<file path="src/rtl/samp_fifo_sched_pkg.sv">
// samp_pkg: shared sample type, sizes and scheduler state encoding
package samp_pkg;
  localparam int SAMP_W = 24;
  localparam int DEPTH = 4;
  typedef struct packed {
    logic [SAMP_W-1:0] I;
    logic [SAMP_W-1:0] Q;
  } samp_t;
  typedef enum logic [1:0] {IDLE, BURST, PAUSE} sched_state_e;
endpackage

</file>
<file path="src/rtl/samp_fifo_sched_if.sv">
// samp_fifo_sched_if: producer, FIFO and consumer signals of the sample scheduler
interface samp_fifo_sched_if;
  import samp_pkg::*;
  logic              PushA, PushB, StallA, StallB;
  logic [SAMP_W-1:0] SampIA, SampQA, SampIB, SampQB, SampI, SampQ;
  logic              fifo_full, fifo_empty, PushIn, fifo_PullOut;
  logic              ConsReady, OutValid, DropErr, UnderErr;
  logic [2:0]        Occ;
  modport master (
    output PushA, SampIA, SampQA, PushB, SampIB, SampQB, fifo_full, fifo_empty, ConsReady,
    input  StallA, StallB, PushIn, SampI, SampQ, fifo_PullOut, OutValid, Occ, DropErr, UnderErr
  );
  modport slave (
    input  PushA, SampIA, SampQA, PushB, SampIB, SampQB, fifo_full, fifo_empty, ConsReady,
    output StallA, StallB, PushIn, SampI, SampQ, fifo_PullOut, OutValid, Occ, DropErr, UnderErr
  );
endinterface

</file>
<file path="src/rtl/samp_fifo_sched_rr_arb2.sv">
// rr_arb2: two-request round-robin arbiter, priority passes to the other side after any grant
module rr_arb2 (
  input  logic Clk,
  input  logic Reset,
  input  logic reqA,
  input  logic reqB,
  input  logic en,
  output logic gntA,
  output logic gntB,
  output logic prio_q
);
  logic prio_d;
  assign gntA = en & reqA & (~reqB | ~prio_q);
  assign gntB = en & reqB & (~reqA | prio_q);
  // prio_q = 0 favours A; flip away from whoever was just served
  always_comb prio_d = gntA ? 1'b1 : gntB ? 1'b0 : prio_q;
  // priority register
  always_ff @(posedge Clk or posedge Reset)
    if (Reset) prio_q <= 1'b0;
    else prio_q <= prio_d;
endmodule

</file>
<file path="src/rtl/samp_fifo_sched.sv">
// samp_fifo_sched: two-source sample holds arbitrated into a FIFO, with burst read scheduling
module samp_fifo_sched
  import samp_pkg::*;
#(
  parameter int BURST_LEN = 4
) (
  input logic Clk,
  input logic Reset,
  samp_fifo_sched_if.slave bus
);
  samp_t        hold_a_q, hold_a_d, hold_b_q, hold_b_d;
  logic         va_q, va_d, vb_q, vb_d;
  logic         gnt_a, gnt_b, prio_unused, load_a, load_b, pull;
  logic [2:0]   occ_q, occ_d, cnt_q, cnt_d;
  logic         drop_q, drop_d, under_q, under_d;
  sched_state_e state_q, state_d;
  rr_arb2 u_arb (
    .Clk   (Clk),
    .Reset (Reset),
    .reqA  (va_q),
    .reqB  (vb_q),
    .en    (~bus.fifo_full),
    .gntA  (gnt_a),
    .gntB  (gnt_b),
    .prio_q(prio_unused)
  );
  assign bus.StallA       = va_q & ~gnt_a;
  assign bus.StallB       = vb_q & ~gnt_b;
  assign load_a           = bus.PushA & ~bus.StallA;
  assign load_b           = bus.PushB & ~bus.StallB;
  assign bus.PushIn       = gnt_a | gnt_b;
  assign bus.SampI        = gnt_a ? hold_a_q.I : gnt_b ? hold_b_q.I : '0;
  assign bus.SampQ        = gnt_a ? hold_a_q.Q : gnt_b ? hold_b_q.Q : '0;
  assign pull             = (state_q == BURST) & bus.ConsReady & ~bus.fifo_empty;
  assign bus.fifo_PullOut = pull;
  assign bus.OutValid     = pull;
  assign bus.Occ          = occ_q;
  assign bus.DropErr      = drop_q;
  assign bus.UnderErr     = under_q;
  // holds: a grant frees the slot, a same-cycle load refills it
  always_comb begin
    hold_a_d = load_a ? '{I: bus.SampIA, Q: bus.SampQA} : hold_a_q;
    hold_b_d = load_b ? '{I: bus.SampIB, Q: bus.SampQB} : hold_b_q;
    va_d     = load_a | (va_q & ~gnt_a);
    vb_d     = load_b | (vb_q & ~gnt_b);
    drop_d   = drop_q | (bus.PushA & bus.StallA) | (bus.PushB & bus.StallB);
    occ_d    = (bus.PushIn & ~pull & occ_q != 3'(DEPTH)) ? occ_q + 3'd1 :
               (pull & ~bus.PushIn & occ_q != 3'd0) ? occ_q - 3'd1 : occ_q;
  end
  // burst scheduler: start on a full burst worth of data, pause while the consumer stalls
  always_comb begin
    state_d = state_q;
    cnt_d   = cnt_q;
    under_d = under_q;
    case (state_q)
      IDLE:  if (occ_q >= 3'(BURST_LEN) && bus.ConsReady) state_d = BURST;
      BURST:
        if (!bus.ConsReady) state_d = PAUSE;
        else if (bus.fifo_empty) under_d = 1'b1;
        else if (cnt_q == 3'(BURST_LEN - 1)) begin
          cnt_d   = '0;
          state_d = IDLE;
        end else cnt_d = cnt_q + 3'd1;
      PAUSE: if (bus.ConsReady) state_d = BURST;
      default: state_d = IDLE;
    endcase
  end
  // state registers
  always_ff @(posedge Clk or posedge Reset)
    if (Reset) begin
      hold_a_q <= '0;
      hold_b_q <= '0;
      va_q     <= 1'b0;
      vb_q     <= 1'b0;
      occ_q    <= '0;
      cnt_q    <= '0;
      drop_q   <= 1'b0;
      under_q  <= 1'b0;
      state_q  <= IDLE;
    end else begin
      hold_a_q <= hold_a_d;
      hold_b_q <= hold_b_d;
      va_q     <= va_d;
      vb_q     <= vb_d;
      occ_q    <= occ_d;
      cnt_q    <= cnt_d;
      drop_q   <= drop_d;
      under_q  <= under_d;
      state_q  <= state_d;
    end
endmodule

</file>
<file path="src/flat_wrapper.sv">
// flat-port wrapper written by rule: the top's interface ports become plain ports
module samp_fifo_sched_flat import samp_pkg::*;
#(
  parameter int BURST_LEN = 4
)
  (Clk, Reset, bus_PushA, bus_SampIA, bus_SampQA, bus_PushB, bus_SampIB, bus_SampQB, bus_fifo_full, bus_fifo_empty, bus_ConsReady, bus_StallA, bus_StallB, bus_PushIn, bus_SampI, bus_SampQ, bus_fifo_PullOut, bus_OutValid, bus_Occ, bus_DropErr, bus_UnderErr);
  samp_fifo_sched_if bus_i ();
  input logic Clk;
  input logic Reset;
  input wire logic [$bits(bus_i.PushA)-1:0] bus_PushA;
  input wire logic [$bits(bus_i.SampIA)-1:0] bus_SampIA;
  input wire logic [$bits(bus_i.SampQA)-1:0] bus_SampQA;
  input wire logic [$bits(bus_i.PushB)-1:0] bus_PushB;
  input wire logic [$bits(bus_i.SampIB)-1:0] bus_SampIB;
  input wire logic [$bits(bus_i.SampQB)-1:0] bus_SampQB;
  input wire logic [$bits(bus_i.fifo_full)-1:0] bus_fifo_full;
  input wire logic [$bits(bus_i.fifo_empty)-1:0] bus_fifo_empty;
  input wire logic [$bits(bus_i.ConsReady)-1:0] bus_ConsReady;
  output wire logic [$bits(bus_i.StallA)-1:0] bus_StallA;
  output wire logic [$bits(bus_i.StallB)-1:0] bus_StallB;
  output wire logic [$bits(bus_i.PushIn)-1:0] bus_PushIn;
  output wire logic [$bits(bus_i.SampI)-1:0] bus_SampI;
  output wire logic [$bits(bus_i.SampQ)-1:0] bus_SampQ;
  output wire logic [$bits(bus_i.fifo_PullOut)-1:0] bus_fifo_PullOut;
  output wire logic [$bits(bus_i.OutValid)-1:0] bus_OutValid;
  output wire logic [$bits(bus_i.Occ)-1:0] bus_Occ;
  output wire logic [$bits(bus_i.DropErr)-1:0] bus_DropErr;
  output wire logic [$bits(bus_i.UnderErr)-1:0] bus_UnderErr;
  assign bus_i.PushA = bus_PushA;
  assign bus_i.SampIA = bus_SampIA;
  assign bus_i.SampQA = bus_SampQA;
  assign bus_i.PushB = bus_PushB;
  assign bus_i.SampIB = bus_SampIB;
  assign bus_i.SampQB = bus_SampQB;
  assign bus_i.fifo_full = bus_fifo_full;
  assign bus_i.fifo_empty = bus_fifo_empty;
  assign bus_i.ConsReady = bus_ConsReady;
  assign bus_StallA = bus_i.StallA;
  assign bus_StallB = bus_i.StallB;
  assign bus_PushIn = bus_i.PushIn;
  assign bus_SampI = bus_i.SampI;
  assign bus_SampQ = bus_i.SampQ;
  assign bus_fifo_PullOut = bus_i.fifo_PullOut;
  assign bus_OutValid = bus_i.OutValid;
  assign bus_Occ = bus_i.Occ;
  assign bus_DropErr = bus_i.DropErr;
  assign bus_UnderErr = bus_i.UnderErr;
  samp_fifo_sched #(.BURST_LEN(BURST_LEN)) u_core (.Clk(Clk), .Reset(Reset), .bus(bus_i));
endmodule
</file>
<file path="config.mk">
export PLATFORM = sky130hd
export DESIGN_NAME = samp_fifo_sched_flat
export DESIGN_NICKNAME = d
export VERILOG_FILES = /design/src/rtl/samp_fifo_sched_pkg.sv /design/src/rtl/samp_fifo_sched_if.sv /design/src/rtl/samp_fifo_sched_rr_arb2.sv /design/src/rtl/samp_fifo_sched.sv /design/src/flat_wrapper.sv
export SDC_FILE = /design/constraint.sdc
export NUM_CORES = 1
export LEC_CHECK = 0
export BUFFER_PORTS_ARGS = -buffer_cell sky130_fd_sc_hd__buf_2
export CORE_AREA = 2 2 101 103
export CTS_CLUSTER_DIAMETER = 40
export DETAILED_ROUTE_END_ITERATION = 10
export DIE_AREA = 0 0 103 105
export PLACE_DENSITY_LB_ADDON = 0.3
export SLEW_MARGIN = 30
export SYNTH_ARGS = -nofsm -noshare
export SYNTH_HDL_FRONTEND = slang
export SYNTH_SLANG_ARGS = --single-unit
</file>
<file path="constraint.sdc">
create_clock -name Clk -period 4.3 [get_ports Clk]
set_input_delay 0.43 -clock Clk [delete_from_list [all_inputs] [get_ports Clk]]
set_output_delay 0.43 -clock Clk [all_outputs]
set_load 0.02 [all_outputs]
</file>
# Yosys cells after proc, flatten, opt, wreduce, memory -nomap -nowiden
# Index checks and enable logic that the tools add are counted.
# op_classes
add_sub_neg	3
multipliers	0
div_mod_pow	0
order_cmp	1
n_eq_ne	8
shift	0
muxes	15
bitwise_logic	34
n_reduce_logical	8
# ops
operator	count
$mux 24	4
$and 1x1->1	16
$not 1->1	11
$mux 2	5
$mux 3	3
$ne 3x3->1 const B	3
$or 1x1->1	7
$add 3x1->3 const B	2
$pmux 2 s3	1
$reduce_and 3->1	2
$reduce_and 4->1	1
$reduce_bool 2->1	2
$eq 3x2->1 const B	1
$ge 3x3->1 const B	1
$reduce_bool 3->1	1
$sub 3x1->3 const B	1
$eq 2x1->1 const B	1
$eq 2x2->1 const B	1
$logic_not 2->1	1
$mux 1	2
$ne 2x1->1 const B	1
$ne 2x2->1 const B	1
$logic_and 1x1->1	1
# totals
reg_bits	109
latchBits	0
ramBits	0
romBits	0
in_bits	103
output_inout_bits	58
elab_cells	81
mem_count	0

# Longest topological paths before layout
# logic_depth
depth_word	9
depth_mapped	8
ltp_nobuf	8

# Hierarchy
# From an unflattened synthesis, not the netlist that was laid out.
# hier_totals
cells_unflattened	346
area_unflattened_um2	4812.1
# by_module_without_submodules
mod	instances	cells_per_inst	area_each_um2	seq_area_each_um2
samp_fifo_sched	1	337	4747.1	2702.6
rr_arb2	1	9	65.1	25.0

# Worst setup path after synthesis
# OpenSTA, ideal clock, no wires.
# synth_timing
path_kind	input-to-reg
startpoint	in bus_fifo_empty
endpoint	reg u_core.occ_q[2], in the netlist u_core.bus.Occ[2]
arrival_ps	2119
path_slack_ps	2103
path_stages	8
path_buffers	0
cell_sequence	nand4bb_1 > clkinv_1 > nor2_1 > nand2_1 > fa_1 > nor4_1 > a211oi_1 > a21oi_1
# synth_via
elab_chain_len	6
elab_cells_between_ends	9
# synth_lines
element	line_no	text
start: declaration	flat_wrapper.sv:17	input wire logic [$bits(bus_i.fifo_empty)-1:0] bus_fifo_empty;
$not 1->1 (*)	samp_fifo_sched.sv:34	assign pull = (state_q == BURST) & bus.ConsReady & ~bus.fifo_empty;
$and 1x1->1 (*)	samp_fifo_sched.sv:34	
net bus_OutValid	flat_wrapper.sv:25	output wire logic [$bits(bus_i.OutValid)-1:0] bus_OutValid;
$not 1->1	samp_fifo_sched.sv:47	occ_d = (bus.PushIn & ~pull & occ_q != 3'(DEPTH)) ? occ_q + 3'd1 :
$and 1x1->1 (2 in a row)	samp_fifo_sched.sv:47	
$mux 3 or $reduce_bool 2->1 (tied branches)	--	
end signal: assignment	samp_fifo_sched.sv:75	occ_q <= '0;
end signal: assignment	samp_fifo_sched.sv:85	occ_q <= occ_d;
end: declaration	samp_fifo_sched.sv:14	logic [2:0] occ_q, occ_d, cnt_q, cnt_d;
# Mark *: on every way through the listed nets, which the timed path passes. The rest lies on a longest branch.
# A chain may end at the register's enable or synchronous reset.

# Worst setup path in the final report
# layout_timing
startpoint	reg u_core.vb_q
endpoint	out bus_SampI[7]
# layout_via
elab_chain_len	4
elab_cells_between_ends	7
# layout_lines
element	line_no	text
start: declaration	samp_fifo_sched.sv:12	logic va_q, va_d, vb_q, vb_d;
start signal: assignment	samp_fifo_sched.sv:84	vb_q <= vb_d;
$and 1x1->1 or $not 1->1 (tied branches)	samp_fifo_sched_rr_arb2.sv:14, samp_fifo_sched_rr_arb2.sv:13	
$and 1x1->1 or $or 1x1->1 (tied branches)	samp_fifo_sched_rr_arb2.sv:14, samp_fifo_sched_rr_arb2.sv:13	
$mux 24 or $and 1x1->1 (tied branches)	samp_fifo_sched.sv:32, samp_fifo_sched_rr_arb2.sv:13	
$mux 24 (*)	samp_fifo_sched.sv:32	assign bus.SampI = gnt_a ? hold_a_q.I : gnt_b ? hold_b_q.I : '0;
end: declaration	flat_wrapper.sv:22	output wire logic [$bits(bus_i.SampI)-1:0] bus_SampI;
# Every way passes the cells marked *; elsewhere a longest branch is shown, timed or not.

==> metrics <==
status complete, no violations; CTS Hold Buffers Added 0; die height 105 um; CP Data Arrival Time 1.99 ns; asr flop ratio synth 100%; TritonCTS Sinks 109; Synth cell types 35; initial antenna violation count 0; max-cap violation count 0; ratio of cells with drive above 1 in the final layout 53.9%; width of the chip 103 um; Hold Fails Final Rpt 0; Max Fclk 414 MHz; Post-DP HPWL 6910 um; Syn Std Cell Area 4730 um2; fin area 5760 um2; clock transition at the registers of the reported paths 0.11 ns; GPL Wtd Cong 0.746; Clock Tree Root clkbuf_8; total power per unit cell area 540 nW/um2; DIE AREA 10800 um2; Pre-antenna DRT Iters 4; gr usage total 19.5%; Final Util 59.7%; Vias 3248; Starting DRT DRC Count 106; vias in the first global route 3361; clock latency on the worst-skew pair 0.36 ns; multi-input logic area 1840 um2; Inserted Clock Buffers 9; Hold/Removal Path Class input pin to asynchronous set/reset pin; largest net degree at the start of global routing 75; FP Rows 36; Initial Util 49.0%; Max-slew headroom 52.5%; diode count 0; number of flops mapped to enable cells by yosys 0; Synthesized Nets 437; Post-Syn Instances 332; io pins 161; Synth Register Bits 109; Pleak 2.78 nW; P&R area growth vs syn 21.8%; Final period util 56.2%; DR vias/cell 5.23; Crit path required time 3.87 ns; Worst Tran Pin Value 0.712 ns; htree depth 3; synth warn 0; Seq. cell area 2730 um2; maximum VDD drop 0.308 mV; crit path launch type flip-flop; CTS resizes 0; Top FF cell, synth dfrtp_1; Post-Place Cell Area 5580 um2; final hold slack 0.141 ns; pre-CTS WS 1.88 ns; core area 9640 um2; wire per inst 16.5 um; CTS tree done; first-pass GRT wire length 16400 um; Crit Path Category flip-flop to output port; Worst Setup End Kind output port; port bufs 160; setup TNS 0 ns; DR DRC count 0; min cycle time layout 2.42 ns; Setup Viol. Count Final 0; Routed Antenna Nets 0; filler cell count 845; total grt overflow 0; sequential share of the synthesized area 57.7%; total wire length 10300 um; pins over their slew limit 0; mean post-synth cell area 14.2 um2; Final WS setup 1.88 ns; nets 588; unrepaired setup endpoints after global routing false; Fin Clk Skew 0.0162 ns; clk buf depth 2; Crit Path Max Fanout 49; Post-CTS Setup Bufs 0
stage by stage:
step,std cells,power [mW]
finish,621,3.11
global route,621,3.30
CTS,621,3.14
detailed placement,605,2.57
global placement,605,2.52
floorplan,332,2.26
state kept, by name, summed over array words and instances, names as in the netlist:
register and cells:
u_core.u_arb.prio_q 1, u_core.bus.DropErr 1, u_core.bus.Occ 3, u_core.bus.UnderErr 1, u_core.hold_b_q 48, u_core.state_q 2, u_core.vb_q 1, u_core.va_q 1
u_core.cnt_q 3, u_core.hold_a_q 48
layer usage:
metal / track usage, % / vias to the layer above / wire [um] / share of wire, %
met2: 33.7 / 86 / 5440 / 53
met1: 23.8 / 1638 / 4170 / 41
li1: - / 1510 / - / -
met4: 7.61 / 0 / 194 / 1.9
met3: 3.55 / 14 / 463 / 4.5
met5: 0 / - / 0 / 0
Yosys cell counts, types with 2 or more instances:
| cell type | instances | area [um2] |
|---|---|---|
| inv_1 | 5 | 18.8 |
| nor2_1 | 5 | 18.8 |
| and2_1 | 2 | 12.5 |
| buf_6 | 5 | 56.3 |
| a21oi_1 | 3 | 15.0 |
| buf_2 | 7 | 35.0 |
| mux2_2 | 76 | 856 |
| nand2b_1 | 4 | 25.0 |
| a31o_2 | 2 | 17.5 |
| dfrtp_1 | 109 | 2730 |
| a22o_1 | 48 | 420 |
| buf_4 | 4 | 30.0 |
| clkbuf_1 | 6 | 22.5 |
| mux2_1 | 20 | 225 |
| xnor2_1 | 4 | 35.0 |
| nand2_1 | 8 | 30.0 |
| o21ai_0 | 6 | 30.0 |
final cells by class:
class	count	share of cell area, %
multi-input cells	194	31.9
repair buffers	162	14.2
clock buffers	11	2.46
inverters	7	0.543
flip-flops and latches	109	47.4
well taps	133	2.89
clock inverters	5	0.609
placed cells by master, fill, tap and decap left out, types with 2 or more instances in the layout:
cell type	count
clkinv_2	2
inv_6	2
buf_4	2
o21ai_0	6
mux2_1	20
a21oi_1	3
a31o_2	2
a22o_1	48
dfrtp_1	109
nand2b_1	4
mux2_2	76
clkbuf_8	10
nor2_1	5
xnor2_1	4
inv_1	4
buf_2	160
nand2_1	7
worst paths after layout:
path	startpoint	slack, ns	endpoint	depth (start not counted)
setup / recovery	u_core.vb_q	1.88	bus_SampI[7]	4
hold / removal	Reset	0.14	u_core.hold_a_q[25]	2
setup reg to reg	u_core.state_q[1]	1.96	u_core.bus.Occ[2]	8
hold reg to reg	u_core.bus.UnderErr	0.48	u_core.bus.UnderErr	1
max in group asynchronous	Reset	3.19	u_core.hold_b_q[34]	3
min in group Clk	bus_ConsReady	0.26	u_core.state_q[1]	2
where the power goes:
group	switching [mW]	internal, mW
clock network	0.342	0.229
logic	0.528	0.499
registers	0.180	1.33
kinds of logic after synthesis:
| kind of cell | share of synthesized area [%] |
|---|---|
| flip-flops | 57.7 |
| multiplexers | 22.9 |
| AO/OA/AOI/OAI | 11.3 |
| buffers and inverters | 3.60 |
| AND/OR/NAND/NOR | 3.10 |
| XOR/XNOR | 0.741 |
| adder cells (fa/ha/maj) | 0.688 |
critical path: stages (launching register included):
cell and delay, ns:
dfrtp_1 0.43, a21oi_1 0.19, and2_4 0.54, a22o_1 0.26, buf_2 0.17
Note: power is estimated with default switching activity, not from simulation.
